==> config.mk <==
export PLATFORM = sky130hd
export DESIGN_NAME = vga_fb_arbiter
export DESIGN_NICKNAME = d
export VERILOG_FILES = /design/src/rtl/vga_fb_arbiter.sv
export SDC_FILE = /design/constraint.sdc
export NUM_CORES = 1
export LEC_CHECK = 0
export CORE_MARGIN = 3
export CORE_UTILIZATION = 35
export DETAILED_ROUTE_END_ITERATION = 16
export PLACE_DENSITY_LB_ADDON = 0.2
export SYNTH_ARGS = -nofsm -noshare
export SYNTH_HDL_FRONTEND = slang
export SYNTH_SLANG_ARGS = --single-unit
==> constraint.sdc <==
create_clock -name clk_50MHz -period 1.9 [get_ports clk_50MHz]
set_input_delay 0.38 -clock clk_50MHz [delete_from_list [all_inputs] [get_ports clk_50MHz]]
set_output_delay 0.38 -clock clk_50MHz [all_outputs]
set_load 0.02 [all_outputs]
==> src/rtl/vga_fb_arbiter.sv <==
// Framebuffer arbiter: display fetch has absolute priority, a one-entry buffer feeds writer slots.
// Optional VGA_FB_SCALE2X_EN: half-resolution framebuffer, pixels and lines shown twice.
module vga_fb_arbiter #(
    parameter int H_RES        = 640,
    parameter int V_RES        = 480,
    parameter int COUNTER_BITS = 10,
    parameter int ADDR_BITS    = 19,
    parameter int PIXEL_BITS   = 24
) (
    input  logic                    clk_50MHz,
    input  logic                    clear,
    input  logic                    pixel_tick,
    input  logic [COUNTER_BITS-1:0] h_count,
    input  logic [COUNTER_BITS-1:0] v_count,
    input  logic                    bright_in,
    input  logic                    h_sync_in,
    input  logic                    v_sync_in,
    input  logic                    wr_valid,
    output logic                    wr_ready,
    input  logic [ADDR_BITS-1:0]    wr_addr,
    input  logic [PIXEL_BITS-1:0]   wr_data,
    output logic                    mem_en,
    output logic                    mem_we,
    output logic [ADDR_BITS-1:0]    mem_addr,
    output logic [PIXEL_BITS-1:0]   mem_wdata,
    input  logic [PIXEL_BITS-1:0]   mem_rdata,
    output logic [7:0]              red_out,
    output logic [7:0]              green_out,
    output logic [7:0]              blue_out,
    output logic                    h_sync_out,
    output logic                    v_sync_out,
    output logic                    bright_out
);

    if (ADDR_BITS < $clog2(H_RES * V_RES)) begin : g_addr_width_check
        $error("vga_fb_arbiter: ADDR_BITS cannot address H_RES*V_RES words");
    end

    logic                  disp_s, wr_issue_s, wr_ready_s, wr_accept_s;
    logic [ADDR_BITS-1:0]  disp_addr_s;

    logic                  pend_valid_q, pend_valid_d;
    logic [ADDR_BITS-1:0]  pend_addr_q, pend_addr_d;
    logic [PIXEL_BITS-1:0] pend_data_q, pend_data_d;

    logic                  mem_en_q, mem_en_d, mem_we_q, mem_we_d;
    logic [ADDR_BITS-1:0]  mem_addr_q, mem_addr_d;
    logic [PIXEL_BITS-1:0] mem_wdata_q, mem_wdata_d;

    logic p1_tick_q, p1_rd_q, p1_br_q, p1_hs_q, p1_vs_q;
    logic p2_tick_q, p2_rd_q, p2_br_q, p2_hs_q, p2_vs_q;
    logic                  bright_q, hs_q, vs_q;
    logic [PIXEL_BITS-1:0] colour_q;

    // Slot decision: an active-video read pre-empts the buffered write
    always_comb begin
`ifdef VGA_FB_SCALE2X_EN
        disp_s      = pixel_tick & bright_in & ~h_count[0];
        disp_addr_s = ADDR_BITS'(32'(v_count >> 1) * 32'(H_RES / 2) + 32'(h_count >> 1));
`else
        disp_s      = pixel_tick & bright_in;
        disp_addr_s = ADDR_BITS'(32'(v_count) * 32'(H_RES) + 32'(h_count));
`endif
        wr_issue_s  = ~disp_s & pend_valid_q;
        wr_ready_s  = clear & (~pend_valid_q | wr_issue_s);
        wr_accept_s = wr_valid & wr_ready_s;
    end

    // Next state of the write buffer and of the registered RAM request
    always_comb begin
        pend_valid_d = pend_valid_q;
        pend_addr_d  = pend_addr_q;
        pend_data_d  = pend_data_q;
        mem_en_d     = 1'b0;
        mem_we_d     = 1'b0;
        mem_addr_d   = mem_addr_q;
        mem_wdata_d  = mem_wdata_q;
        if (wr_accept_s) begin
            pend_valid_d = 1'b1;
            pend_addr_d  = wr_addr;
            pend_data_d  = wr_data;
        end else if (wr_issue_s) begin
            pend_valid_d = 1'b0;
        end else begin
            pend_valid_d = pend_valid_q;
        end
        if (disp_s) begin
            mem_en_d   = 1'b1;
            mem_addr_d = disp_addr_s;
        end else if (pend_valid_q) begin
            mem_en_d    = 1'b1;
            mem_we_d    = 1'b1;
            mem_addr_d  = pend_addr_q;
            mem_wdata_d = pend_data_q;
        end else begin
            mem_en_d = 1'b0;
            mem_we_d = 1'b0;
        end
    end

    // Write buffer and RAM request registers
    always_ff @(posedge clk_50MHz or negedge clear) begin
        if (!clear) begin
            pend_valid_q <= 1'b0;
            pend_addr_q  <= '0;
            pend_data_q  <= '0;
            mem_en_q     <= 1'b0;
            mem_we_q     <= 1'b0;
            mem_addr_q   <= '0;
            mem_wdata_q  <= '0;
        end else begin
            pend_valid_q <= pend_valid_d;
            pend_addr_q  <= pend_addr_d;
            pend_data_q  <= pend_data_d;
            mem_en_q     <= mem_en_d;
            mem_we_q     <= mem_we_d;
            mem_addr_q   <= mem_addr_d;
            mem_wdata_q  <= mem_wdata_d;
        end
    end

    // Two-stage tick pipeline covering the RAM address and read-data latency
    always_ff @(posedge clk_50MHz or negedge clear) begin
        if (!clear) begin
            {p1_tick_q, p1_rd_q, p1_br_q} <= 3'b000;
            {p1_hs_q, p1_vs_q}            <= 2'b11;
            {p2_tick_q, p2_rd_q, p2_br_q} <= 3'b000;
            {p2_hs_q, p2_vs_q}            <= 2'b11;
        end else begin
            {p1_tick_q, p1_rd_q, p1_br_q} <= {pixel_tick, disp_s, bright_in};
            {p1_hs_q, p1_vs_q}            <= {h_sync_in, v_sync_in};
            {p2_tick_q, p2_rd_q, p2_br_q} <= {p1_tick_q, p1_rd_q, p1_br_q};
            {p2_hs_q, p2_vs_q}            <= {p1_hs_q, p1_vs_q};
        end
    end

`ifdef VGA_FB_SCALE2X_EN
    logic [PIXEL_BITS-1:0] last_rd_q;

    // Last fetched word, re-presented on odd (repeated) pixels
    always_ff @(posedge clk_50MHz or negedge clear) begin
        if (!clear) begin
            last_rd_q <= '0;
        end else if (p2_tick_q && p2_rd_q) begin
            last_rd_q <= mem_rdata;
        end else begin
            last_rd_q <= last_rd_q;
        end
    end
`endif

    // Output stage: colour, blank and syncs all change on the same edge
    always_ff @(posedge clk_50MHz or negedge clear) begin
        if (!clear) begin
            colour_q <= '0;
            bright_q <= 1'b0;
            hs_q     <= 1'b1;
            vs_q     <= 1'b1;
        end else if (p2_tick_q) begin
            bright_q <= p2_br_q;
            hs_q     <= p2_hs_q;
            vs_q     <= p2_vs_q;
            if (p2_rd_q) begin
                colour_q <= mem_rdata;
`ifdef VGA_FB_SCALE2X_EN
            end else if (p2_br_q) begin
                colour_q <= last_rd_q;
`endif
            end else begin
                colour_q <= '0;
            end
        end else begin
            colour_q <= colour_q;
        end
    end

    assign wr_ready   = wr_ready_s;
    assign mem_en     = mem_en_q;
    assign mem_we     = mem_we_q;
    assign mem_addr   = mem_addr_q;
    assign mem_wdata  = mem_wdata_q;
    assign red_out    = colour_q[23:16];
    assign green_out  = colour_q[15:8];
    assign blue_out   = colour_q[7:0];
    assign bright_out = bright_q;
    assign h_sync_out = hs_q;
    assign v_sync_out = vs_q;

endmodule

==> flow_metrics.py, run 1 <==
metrics = {
    "run_status": {
        "run_status": "finished, violations left",
        "violations": "setup timing",
    },
    "critical_path": {
        "crit-reg2reg-capture": "mem_wdata[4]$_DFFE_PN0P_",
        "worst_setup_path_start_kind": "primary input",
        "critical_path.cell_chain": "buf_8, ha_4, ha_4, fa_2, o211a_1, o21ai_2, nor4b_4, and3_4, and4_4, o31ai_2",
        "worst_path_most_repeated_cell": "ha_4",
        "critical_path.top_delay_family": "adder cells",
        "regToRegSetupSlack_ns": 0.26,
        "critical_path_peak_fanout": 3,
        "r2r.worst_path.cells": 4,
        "worstPathRequired_ns": 2.19,
        "cp-end-kind": "flop",
        "crit_path_max_incr_delay_ns": 0.52,
        "critPathBufInv": 1,
        "path_class": "primary input to flop",
        "crit-reg2reg-launch": "pend_valid_q$_DFFE_PN0P_",
        "crit_slowest_cell": "fa_2",
        "cp_data_arrival_time_ns": 2.41,
    },
    "cts": {
        "cts_root_buf": "clkbuf_16",
        "cts_buffer_depth": 2,
        "h-tree-depth": 4,
        "tritoncts": "yes",
        "cts.reportedPaths.clkPinSlew_ns": 0.05,
        "clock_latency_ns": 0.41,
        "numCtsBuffers": 17,
        "cts.sinks": 126,
    },
    "route": {
        "route.detailed.drc": 0,
        "vias": 4111,
        "post_drt_via_cell_ratio": 4.70,
        "initialDrtViolationCount": 132,
        "postRouteAntennaNets": 0,
        "routed_wire_length_per_instance_um": 15.1,
        "detail_route.wirelength_um": 13200,
        "drt_first_pass_iters": 4,
    },
    "synthesis": {
        "yosysWarnings": 0,
        "synthesized_flop_and_latch_total": 126,
        "yosys.cell_count.top_type": "dfrtp_1",
        "synth_enable_flop_cells": 0,
        "synth_top_area_share_pct": 54.5,
        "ys.flop_type": "dfrtp_1",
        "synth-async-reset-ratio_pct": 100,
        "synthesis.instances": 441,
        "post_synth.cell_area_avg_um2": 12.5,
        "yosys.cell_types.count": 43,
        "mappedNetlistNets": 556,
        "synthDominantAreaCellType": "dfrtp_1",
        "yosys-top-cells-count": "dfrtp_1, mux2_2, o21ai_0, inv_1, nand3_1",
        "synth.yosys.seq_area_share_pct": 57.4,
        "yosys-top-cells-area": "dfrtp_1, mux2_2, ha_1",
        "synth.cell_area_mm2": 0.00551,
    },
    "sta": {
        "achievable-frequency_mhz": 473,
        "final_max_slew_viol_count": 0,
        "worst_clock_skew_ns": 0.00413,
        "final-hold-violation-count": 0,
        "final.setup.tns_ns": -0.655,
        "timing.final.crit_share_pct": 111,
        "setup-violations-final": 6,
        "unrepaired_setup_endpoints_after_global_routing": "yes",
        "headroom_to_the_max_slew_limit_pct": 49.3,
        "final_period_minus_worst_setup_slack_ns": 2.12,
        "tightestPinTransition_ns": 0.760,
        "setup_slack_ns": -0.215,
    },
    "floorplan": {
        "die_h_um": 131,
        "die-area_mm2": 0.0173,
        "ioPinCount": 167,
        "core-area_mm2": 0.0153,
        "dieWidth_um": 131,
        "start_util_pct": 36.0,
        "rows": 45,
    },
    "power_and_ir_drop": {
        "power.density_cell_area_mw_per_mm2": 1020,
        "total_leakage_power_uw": 0.00361,
        "worst_vdd_rail_ir_drop_uv": 625,
    },
    "final_layout": {
        "layout.cell_area.non_filler_mm2": 0.00856,
        "syn_to_final_growth_pct": 55.5,
        "drive_above_1_share_pct": 30.4,
        "final-instance-count-excl-fill": 875,
        "num-fill-cells": 1285,
        "nets": 765,
        "final_core_utilization_pct": 55.9,
    },
    "job": {
        "cap_viol_max_count": 0,
    },
    "place": {
        "placed_cells_incl_taps": 838,
        "gp_congestion": 0.776,
        "dpl_worst_slack_ns": -1.13,
        "numPortBuffers": 166,
        "place_area_mm2": 0.00776,
        "dp.final_hpwl_um": 9460,
    },
    "min_path": {
        "hold_class": "primary input to asynchronous set/reset pin",
    },
    "global_routing": {
        "maximum_number_of_pins_on_one_net_before_global_route_repair": 127,
        "grt-ovfl-total": 0,
        "grt_pass1_wl_um": 22300,
        "antenna_found_initial": 1,
        "grt_pass1_vias": 4358,
        "grtUsageTotal_pct": 16.0,
    },
}
cell families after synthesis:
kind of cell	Yosys count	synth area share, %
AO/OA/AOI/OAI	74	7.97
AND/OR/NAND/NOR	74	7.25
multiplexers	85	17.1
buffers and inverters	50	3.54
adder cells (fa/ha/maj)	21	5.04
XOR/XNOR	11	1.75
flip-flops	126	57.4
state kept, by name, summed over array words and instances (netlist names), 19 cells and up:
name and cells:
pend_addr_q 19, colour_q 24, pend_data_q 24, mem_addr 19, mem_wdata 24
worst register-to-register path, delay by kind of cell (launching register included):
family	cells	cell delay (ns)
buffers and inverters	2	0.56
AND/OR/NAND/NOR	1	0.24
multiplexers	1	0.36
flip-flops	1	0.36
layout make-up:
cell class                 instances  area (µm²)  area share [%]
tap                              211         264            3.08
clock inverter                    11        92.6            1.08
clock buffer                      20         457            5.33
inverter                          29         109            1.27
timing repair buffer             211        2030            23.7
sequential                       126        3160            36.9
multi-input combinational        265        2450            28.6
antenna                            2        5.00          0.0584
layer usage:
layer | vias up | part of all wire [%] | GRT usage (%)
met5 | - | 0 | 0
met4 | 0 | 1.8 | 5.89
met3 | 16 | 6.2 | 5.70
met2 | 119 | 48 | 25.9
met1 | 2012 | 44 | 19.8
li1 | 1964 | - | -
repair_timing:
item                                    in CTS  in global routing
gates resized for setup                     64                  4
pin swaps                                   18                  2
endpoints found under the setup margin      11                  8
setup buffers                                5                  1
hold buffers                                 0                  0
how the worst max path moves through the flow:
| stage | startpoint | end | slack [ns] | cells past startpoint |
|---|---|---|---|---|
| 2_1_floorplan | v_count[1] | mem_addr[18]$_DFFE_PN0P_ | -0.55 | 9 |
| 3_3_place_gp | v_count[1] | mem_addr[18]$_DFFE_PN0P_ | -1.08 | 10 |
| 3_5_place_dp | v_count[1] | mem_addr[18]$_DFFE_PN0P_ | -1.13 | 10 |
| 4_1_cts | v_count[3] | mem_addr[18]$_DFFE_PN0P_ | -0.20 | 10 |
| 5_1_grt | v_count[3] | mem_addr[18]$_DFFE_PN0P_ | -0.30 | 10 |
| 6_report | v_count[3] | mem_addr[18]$_DFFE_PN0P_ | -0.22 | 10 |
through the flow:
step	total power, µW	hold slack, ns
after global placement	5700	0.332
final	8760	0.0724
after global routing	9240	0.149
after floorplan	4550	0.0844
after detailed placement	5750	0.340
after CTS	8880	0.122
report_power, final:
part	switching, µW	internal (µW)	total (µW)
combinational	1080	1340	2420
clock	1110	1850	2960
sequential	228	3150	3380
total	2420	6330	8760
placed cells by master (no fill, tap or decap), drive strengths merged, types with 6 or more instances in the layout:
master,Yosys,final
mux2i,14,14
a21oi,9,9
clkbuf,12,20
mux2,71,71
nand2,19,19
xnor2,6,6
o21ai,44,44
inv,28,30
clkinv,1,7
ha,19,19
nand3,26,26
dfstp,6,6
buf,9,52
dfrtp,120,120
a211oi,6,6
nor2,6,6
clkdlybuf4s50,0,153
Power figures use the tool's default switching activity.
==> run 2: changes to the inputs <==
SLEW_MARGIN = 20   (was unset)
==> results of run 2 <==
Same layout as run 1: the final DEF is identical, and so are final timing and power.
==> run 3: changes to the inputs <==
CORE_UTILIZATION = 25   (was 35)
GPL_TIMING_DRIVEN = 0   (was unset)
==> flow_metrics.py, run 3 (synthesis gave the netlist of run 1 again) <==
metrics = {
    "route": {
        "drt_first_pass_iters": 4,
        "routed_wire_length_per_instance_um": 16.0,
        "initialDrtViolationCount": 145,
        "vias": 4091,
        "postRouteAntennaNets": 0,
        "route.detailed.drc": 0,
        "post_drt_via_cell_ratio": 4.41,
        "detail_route.wirelength_um": 14800,
    },
    "floorplan": {
        "die-area_mm2": 0.0238,
        "dieWidth_um": 154,
        "core-area_mm2": 0.0214,
        "rows": 53,
        "start_util_pct": 25.8,
        "ioPinCount": 167,
        "die_h_um": 154,
    },
    "cts": {
        "h-tree-depth": 4,
        "cts_buffer_depth": 2,
        "tritoncts": "yes",
        "cts.reportedPaths.clkPinSlew_ns": 0.06,
        "clock_latency_ns": 0.41,
        "cts.sinks": 126,
        "cts_root_buf": "clkbuf_16",
        "numCtsBuffers": 17,
    },
    "critical_path": {
        "critical_path_peak_fanout": 3,
        "r2r.worst_path.cells": 6,
        "worst_setup_path_start_kind": "primary input",
        "worstPathRequired_ns": 2.20,
        "cp-end-kind": "flop",
        "path_class": "primary input to flop",
        "cp_data_arrival_time_ns": 2.46,
    },
    "sta": {
        "worst_clock_skew_ns": 0.00488,
        "headroom_to_the_max_slew_limit_pct": 57.5,
        "final_max_slew_viol_count": 0,
        "timing.final.crit_share_pct": 114,
        "final_period_minus_worst_setup_slack_ns": 2.17,
        "tightestPinTransition_ns": 0.637,
        "setup-violations-final": 5,
        "final-hold-violation-count": 54,
        "setup_slack_ns": -0.265,
        "achievable-frequency_mhz": 462,
        "timing.hold.ws_ns": -0.148,
        "unrepaired_setup_endpoints_after_global_routing": "yes",
    },
    "final_layout": {
        "multiInputGateArea_mm2": 0.00244,
        "antenna_cells": 0,
        "final_core_utilization_pct": 40.5,
        "mostFrequentLayoutCell": "clkdlybuf4s50_1",
        "layout.cell_area.non_filler_mm2": 0.00866,
        "num-fill-cells": 2027,
        "drive_above_1_share_pct": 27.7,
        "syn_to_final_growth_pct": 57.2,
        "nets": 756,
        "layout.area.seq_mm2": 0.00316,
        "layout.cells.most_common_list": "clkdlybuf4s50_1, dfrtp_1, mux2_2",
    },
    "power_and_ir_drop": {
        "total_power_uw": 9440,
        "total_leakage_power_uw": 0.00358,
        "switching_share_pct": 26.7,
        "p_switching_uw": 2520,
        "internal_power_uw": 6920,
        "clock_network_fraction_of_design_power_pct": 39.0,
        "p_seq_share_pct": 35.9,
        "power.density_cell_area_mw_per_mm2": 1090,
        "p_comb_share_pct": 25.1,
        "worst_vdd_rail_ir_drop_uv": 493,
    },
    "job": {
        "cap_viol_max_count": 0,
    },
    "place": {
        "dpl_worst_slack_ns": -1.27,
        "place_area_mm2": 0.00761,
        "numPortBuffers": 166,
        "dp.final_hpwl_um": 11000,
        "gp_congestion": 0.791,
    },
    "min_path": {
        "hold_class": "primary input to asynchronous set/reset pin",
    },
    "global_routing": {
        "antenna_found_initial": 0,
        "globalRouteMet3Util_pct": 3.53,
        "busiest_layer": "met2",
        "globalRouteMet1Util_pct": 16.6,
        "met2_usage_pct": 20.3,
        "grtUsageTotal_pct": 12.5,
        "grt-ovfl-total": 0,
        "grt_pass1_vias": 4396,
        "maximum_number_of_pins_on_one_net_before_global_route_repair": 68,
        "grt_pass1_wl_um": 23500,
    },
    "run_status": {
        "run_status": "finished, violations left",
        "violations": "hold timing, setup timing",
    },
}
run 3: changes by cell type in the layout (fill, tap and decap cells not counted), sizes merged:
cell	change
buf	-23
bufinv	+5
clkbuf	+11
clkdlybuf4s15	+2
clkdlybuf4s50	-3
clkinv	-4
diode	-2
dlygate4sd2	+2
inv	+1
run 3: area by class of cell:
cell class | count | share of cell area [%]
Sequential cell | 126 | 36.5
Multi-Input combinational cell | 265 | 28.1
Timing Repair Buffer | 181 | 20.9
Clock buffer | 18 | 5.07
Tap cell | 275 | 3.97
Clock inverter | 13 | 2.72
Buffer | 21 | 1.40
Inverter | 29 | 1.32
run 3: final timing paths:
check	slack, ns	endpoint	start
setup / recovery	-0.27	mem_addr[18]$_DFFE_PN0P_	v_count[3]
hold / removal	-0.15	pend_data_q[10]$_DFFE_PN0P_	clear
setup reg to reg	0.19	pend_addr_q[6]$_DFFE_PN0P_	pend_valid_q$_DFFE_PN0P_
hold reg to reg	0.35	p2_tick_q$_DFF_PN0_	p1_tick_q$_DFF_PN0_
max in group asynchronous	1.51	mem_addr[1]$_DFFE_PN0P_	clear
min in group clk_50MHz	0.29	p1_br_q$_DFF_PN0_	bright_in
run 3: layer usage:
layer  wire length [µm]  part of all wire [%]  vias to the layer above
met5                  0                     0                        -
met4                103                  0.69                        0
met3                910                   6.1                       12
met2               6950                    47                      141
met1               6870                    46                     1993
li1                   -                     -                     1945
run 3: stage by stage:
stage               TNS, ns  cells
floorplan             -2.06    441
global placement    -787.88    882
detailed placement   -66.98    883
CTS                  -0.693    925
global route          -1.28    928
finish               -0.850    928
run 3: power groups by stage:
| stage | logic, µW | clock network [µW] | registers, µW |
|---|---|---|---|
| 6_report | 2370 | 3680 | 3390 |
| 5_1_grt | 2550 | 3930 | 3450 |
| 4_1_cts | 2380 | 3800 | 3400 |
| 3_5_place_dp | 2240 | 0 | 3440 |
| 3_3_place_gp | 2210 | 0 | 3420 |
| 2_1_floorplan | 804 | 0 | 3740 |
run 3: worst max-delay path: stages:
cell and delay, ns:
buf_8 0.10, ha_4 0.23, ha_4 0.16, fa_2 0.52
o211a_1 0.18, o21ai_4 0.08, nor4b_4 0.29, and3_4 0.24
and4_4 0.22, o31ai_2 0.06
run 3: repair_timing:
item | CTS | global route
gates resized for setup | 87 | 4
cloned | 0 | 1
pin swaps | 18 | 5
endpoints found under the setup margin | 81 | 7
setup buffers | 11 | 2
hold endpoints to repair | 54 | 54
